## src/rtl/seq_multdiv.sv

```systemverilog
// Iterative signed multiply (radix-2 Booth) / divide (restoring, on magnitudes) unit.
// Fixed latency: start edge at cycle 0, one-cycle RDY strobe in cycle WIDTH+1.
module seq_multdiv #(
  parameter int WIDTH = 32
) (
  input  logic             clock,
  input  logic             reset,
  input  logic [WIDTH-1:0] data_operandA,
  input  logic [WIDTH-1:0] data_operandB,
  input  logic             ctrl_MULT,
  input  logic             ctrl_DIV,
  output logic [WIDTH-1:0] data_result,
  output logic             data_exception,
  output logic             data_resultRDY,
  output logic             busy
);
  localparam int CW = $clog2(WIDTH);

  typedef enum logic [1:0] {IDLE, MUL, DIV, DONE} state_t;
  state_t state, state_n;

  logic [CW-1:0]    cnt;
  logic [WIDTH:0]   hi;     // Booth high half (one guard bit) / divide remainder
  logic [WIDTH-1:0] lo;     // multiplier / dividend shifting out, quotient shifting in
  logic             qm1;
  logic [WIDTH-1:0] op;     // multiplicand or divisor magnitude
  logic             neg, dz, dov;
  logic [WIDTH-1:0] result_q;
  logic             exc_q;

  logic             last;
  logic [WIDTH-1:0] abs_a, abs_b;
  logic [WIDTH:0]   mext, bsum, mul_hi_n;
  logic [WIDTH-1:0] mul_lo_n;
  logic             mul_ovf;
  logic [WIDTH:0]   sh, div_rem_n;
  logic             ge;
  logic [WIDTH-1:0] div_quo_n, div_res;

  assign last  = (cnt == CW'(WIDTH-1));
  assign abs_a = data_operandA[WIDTH-1] ? (~data_operandA + WIDTH'(1)) : data_operandA;
  assign abs_b = data_operandB[WIDTH-1] ? (~data_operandB + WIDTH'(1)) : data_operandB;

  always_ff @(posedge clock or negedge reset) begin
    if (!reset) state <= IDLE;
    else        state <= state_n;
  end

  always_comb begin
    state_n = state;
    case (state)
      IDLE: if (ctrl_MULT)     state_n = MUL;
            else if (ctrl_DIV) state_n = DIV;
      MUL:  if (last) state_n = DONE;
      DIV:  if (last) state_n = DONE;
      DONE: state_n = IDLE;
      default: state_n = IDLE;
    endcase
  end

  // Booth step followed by arithmetic right shift of {hi, lo, qm1}
  always_comb begin
    mext = {op[WIDTH-1], op};
    case ({lo[0], qm1})
      2'b01:   bsum = hi + mext;
      2'b10:   bsum = hi - mext;
      default: bsum = hi;
    endcase
    mul_hi_n = {bsum[WIDTH], bsum[WIDTH:1]};
    mul_lo_n = {bsum[0], lo[WIDTH-1:1]};
    mul_ovf  = (mul_hi_n != {(WIDTH+1){mul_lo_n[WIDTH-1]}});
  end

  // Restoring divide step; remainder always stays below the divisor
  always_comb begin
    sh        = {hi[WIDTH-1:0], lo[WIDTH-1]};
    ge        = (sh >= {1'b0, op});
    div_rem_n = ge ? (sh - {1'b0, op}) : sh;
    div_quo_n = {lo[WIDTH-2:0], ge};
    div_res   = dz ? '0 : (neg ? (~div_quo_n + WIDTH'(1)) : div_quo_n);
  end

  always_ff @(posedge clock or negedge reset) begin
    if (!reset) begin
      cnt <= '0; hi <= '0; lo <= '0; qm1 <= 1'b0; op <= '0;
      neg <= 1'b0; dz <= 1'b0; dov <= 1'b0;
      result_q <= '0; exc_q <= 1'b0;
    end else begin
      case (state)
        IDLE: begin
          if (ctrl_MULT) begin
            op <= data_operandA; lo <= data_operandB; hi <= '0; qm1 <= 1'b0;
            cnt <= '0; neg <= 1'b0; dz <= 1'b0; dov <= 1'b0;
          end else if (ctrl_DIV) begin
            op <= abs_b; lo <= abs_a; hi <= '0; qm1 <= 1'b0; cnt <= '0;
            neg <= data_operandA[WIDTH-1] ^ data_operandB[WIDTH-1];
            dz  <= (data_operandB == '0);
            dov <= (data_operandA == {1'b1, {(WIDTH-1){1'b0}}}) && (data_operandB == '1);
          end
        end
        MUL: begin
          hi <= mul_hi_n; lo <= mul_lo_n; qm1 <= lo[0]; cnt <= cnt + CW'(1);
          if (last) begin
            result_q <= mul_lo_n;
            exc_q    <= mul_ovf;
          end
        end
        DIV: begin
          hi <= div_rem_n; lo <= div_quo_n; cnt <= cnt + CW'(1);
          if (last) begin
            result_q <= div_res;
            exc_q    <= dz | dov;
          end
        end
        default: ;
      endcase
    end
  end

  assign data_result    = result_q;
  assign data_exception = exc_q;
  assign data_resultRDY = (state == DONE);
  assign busy           = (state != IDLE);
endmodule
```

## config.mk

```make
export PLATFORM = sky130hd
export DESIGN_NAME = seq_multdiv
export DESIGN_NICKNAME = d
export VERILOG_FILES = /design/src/rtl/seq_multdiv.sv
export SDC_FILE = /design/constraint.sdc
export NUM_CORES = 1
export LEC_CHECK = 0
export ABC_CLOCK_PERIOD_IN_PS = 4250
export BUFFER_PORTS_ARGS = -buffer_cell sky130_fd_sc_hd__buf_2
export CELL_PAD_IN_SITES_DETAIL_PLACEMENT = 1
export CELL_PAD_IN_SITES_GLOBAL_PLACEMENT = 1
export CORE_ASPECT_RATIO = 0.7
export CORE_MARGIN = 1.5
export CORE_UTILIZATION = 43
export CTS_BUF_LIST = sky130_fd_sc_hd__clkbuf_8
export CTS_CLUSTER_DIAMETER = 50
export DETAILED_ROUTE_END_ITERATION = 6
export MAX_ROUTING_LAYER = met4
export PLACE_DENSITY = 0.77
export SKIP_LAST_GASP = 1
export SYNTH_ARGS = -nofsm -noshare
export SYNTH_HDL_FRONTEND = slang
export SYNTH_SLANG_ARGS = --single-unit
```

## constraint.sdc

```tcl
create_clock -name clock -period 4.25 [get_ports clock]
set_clock_uncertainty 0.1 [all_clocks]
set_input_delay 0.85 -clock clock [delete_from_list [all_inputs] [get_ports clock]]
set_output_delay 0.85 -clock clock [all_outputs]
set_load 0.005 [all_outputs]
```

==> metrics <==
DR vias 15800; Rows 54; Critical Path AT 4830 ps; initial antenna violation count 4; layout cells sized above 1 0.251; syn_nets 1948; WL per Instance 22.9 um; Die X 218 um; CTS Sinks 141; DR pass1 iterations 5; Fin. Hold Viols 0; crit path time final 4540 ps; Avg Synthesized Cell Area 7.73 um2; clk root buf clkbuf_8; Core ar. 0.0315 mm2; worst vdd rail ir drop 907 uV; relative slew slack 0.0866; Power per Cell Area 914 mW/mm2; GRT Total Usage 0.354; grt total ovfl 0; RSZ-0062 raised after global routing yes; die height 154 um; largest net degree at the start of global routing 99; critical path required time 4540 ps; routed vias/inst 6.25; cell area after synthesis 0.0139 mm2; worst hold path type input port to async pin; Residual DRC 0; vias in the first global route 16000; Startpoint Class flop; # IOs 103; clock tree buffer depth 2; Final Setup Violations 6; Yosys warning count 0; crit-path max FO 6; Layout area overhead 27.1%; DRT iter0 DRCs 1370; Layout Nets 2234; Die Area 0.0335 mm2; htree depth 4; LEAKAGE 7.96 nW; Final GP Congestion 1.03; crit path kind flop to flop; clock-pin slew on the worst setup and hold paths 100 ps; Routed Antenna Nets 0; Worst Tran Pin Value 1370 ps; status complete, but fails checks; register area share after synthesis 0.253; DP HPWL 43700 um; top_reg_cell synth dfrtp_1; most common cell after layout, fill and taps aside buf_4; Post-synth ARST share 1.00; hold_ws 304 ps; Fmax 220 MHz; Setup Total Neg Slack -877 ps; first-pass GRT wire length 90200 um; Num CTS Buffers 17; Pins Over Slew Limit 0; final worst-path cycle share 1.07; TritonCTS clock tree yes; setup ws final -292 ps; most frequent cells in the layout 263 x buf_4, 209 x nand2_1, 142 x o21ai_0; max-cap violations 0; I/O Buffers 102; violated checks setup timing; number of synthesized flops with an enable pin 0; Critical Path Sink Type flop; worst-skew pair later-pin latency 520 ps; post-synthesis cell type count 82; cts hold-fix bufs 0; Initial Utilization 0.442; Post-Syn Instances 1801; Post-Route WL 57800 um; synthesized flop and latch total 141
[cell families after synthesis]
| logic type | after synthesis | synth area share |
|---|---|---|
| compound gates | 633 | 0.298 |
| simple gates | 583 | 0.204 |
| buf+inv | 170 | 0.0468 |
| xor+xnor | 162 | 0.102 |
| flops | 141 | 0.253 |
| fa+ha+maj | 79 | 0.0721 |
| mux | 33 | 0.0244 |
[cells in the mapped netlist, drive strengths merged, types with 5 or more instances]
library cell / count / area [um2]
buf: 16 / 72.6
mux2i: 26 / 260
o31a: 8 / 70.1
dfrtp: 141 / 3530
a22o: 5 / 43.8
o21bai: 10 / 75.1
o221ai: 32 / 280
o21a: 19 / 143
a221oi: 6 / 58.8
xor2: 85 / 744
and2: 8 / 50.1
nand4: 27 / 169
a22oi: 56 / 420
o211ai: 8 / 60.1
mux2: 7 / 78.8
nor3b: 5 / 42.5
nor4: 27 / 215
o41ai: 17 / 168
a21o: 28 / 210
nor3: 20 / 100
o21ai: 177 / 890
o31ai: 39 / 330
a21oi: 152 / 761
or4: 12 / 97.6
a211o: 6 / 52.6
or2: 7 / 43.8
nor2: 135 / 507
inv: 64 / 240
xnor2: 77 / 674
a31oi: 14 / 87.6
nand3: 33 / 165
or3: 25 / 166
clkbuf: 90 / 339
ha: 77 / 963
nor2b: 15 / 93.8
nand2b: 17 / 106
nand2: 211 / 792
a211oi: 18 / 155
a221o: 7 / 70.1
and3: 28 / 175
[worst max-delay path, stage by stage (launching register included)]
cell,delay (ps)
dfrtp_1,400
nor3_2,230
and3_4,240
nand3_4,130
nor4_4,300
a21oi_2,100
xnor2_1,170
ha_2,330
a21oi_2,160
buf_4,130
nor2b_1,40
o21a_1,190
o41ai_4,460
xor2_1,160
o21ai_1,210
nand4_1,130
or4_4,550
a221oi_2,300
a21oi_1,100
[path summary, 6_finish.rpt]
path / slack [ps] / start / to / depth (start not counted)
worst max register to register: -290 / op[2]$_DFFE_PN0P_ / data_exception$_DFFE_PN0P_ / 18
worst max-delay path: -290 / op[2]$_DFFE_PN0P_ / data_exception$_DFFE_PN0P_ / 18
worst min register to register: 380 / data_result[2]$_DFFE_PN0P_ / data_result[2]$_DFFE_PN0P_ / 2
max in group asynchronous: 2710 / reset / lo[21]$_DFFE_PN0P_ / 2
worst min-delay path: 300 / reset / data_result[24]$_DFFE_PN0P_ / 1
min in group clock: 380 / data_result[2]$_DFFE_PN0P_ / data_result[2]$_DFFE_PN0P_ / 2
[per-layer routing]
layer	track usage	wire, um	vias up
met1	0.495	26500	7899
met4	0.0946	1120	0
met3	0.0542	4180	78
met2	0.531	26000	587
met5	-	0	-
li1	-	-	7195
[flip-flops by register name, indices dropped and copies added (netlist names), 2 cells and up]
register / cells
op: 32
hi: 33
state: 2
data_result: 32
cnt: 5
lo: 32
[metrics by stage]
stage / area [um2] / setup WS (ps) / util / power, mW / instances
after CTS: 17400 / -235 / 0.552 / 15.5 / 2511
final: 17700 / -292 / 0.562 / 16.2 / 2520
after detailed placement: 16500 / -508 / 0.525 / 13.7 / 2461
after global routing: 17700 / -493 / 0.562 / 17.3 / 2520
after floorplan: 14000 / -27.7 / - / 9.03 / 1801
after global placement: 16500 / -542 / 0.525 / 13.3 / 2461
[power by group]
part	leakage [nW]	switching [mW]	total, mW	internal [mW]
clock	0.219	0.597	1.24	0.646
sequential	1.88	0.576	2.32	1.75
combinational	5.86	7.28	12.6	5.34
[area by class of cell]
| cell class | count | area (um2) |
|---|---|---|
| fillers | 3923 | 13800 |
| multi-input cells | 1490 | 10400 |
| flip-flops and latches | 141 | 3530 |
| repair buffers | 373 | 2610 |
| well taps | 420 | 526 |
| clock buffers | 22 | 303 |
| inverters | 64 | 243 |
| clock inverters | 8 | 115 |
| diodes | 2 | 5.00 |
[what timing repair did]
action,4_1_cts,5_1_grt
pin swaps,48,39
resized for setup,65,56
buffers inserted,21,8
endpoints found under the setup margin,17,18
No activity file was read; power rests on OpenSTA's default activity.
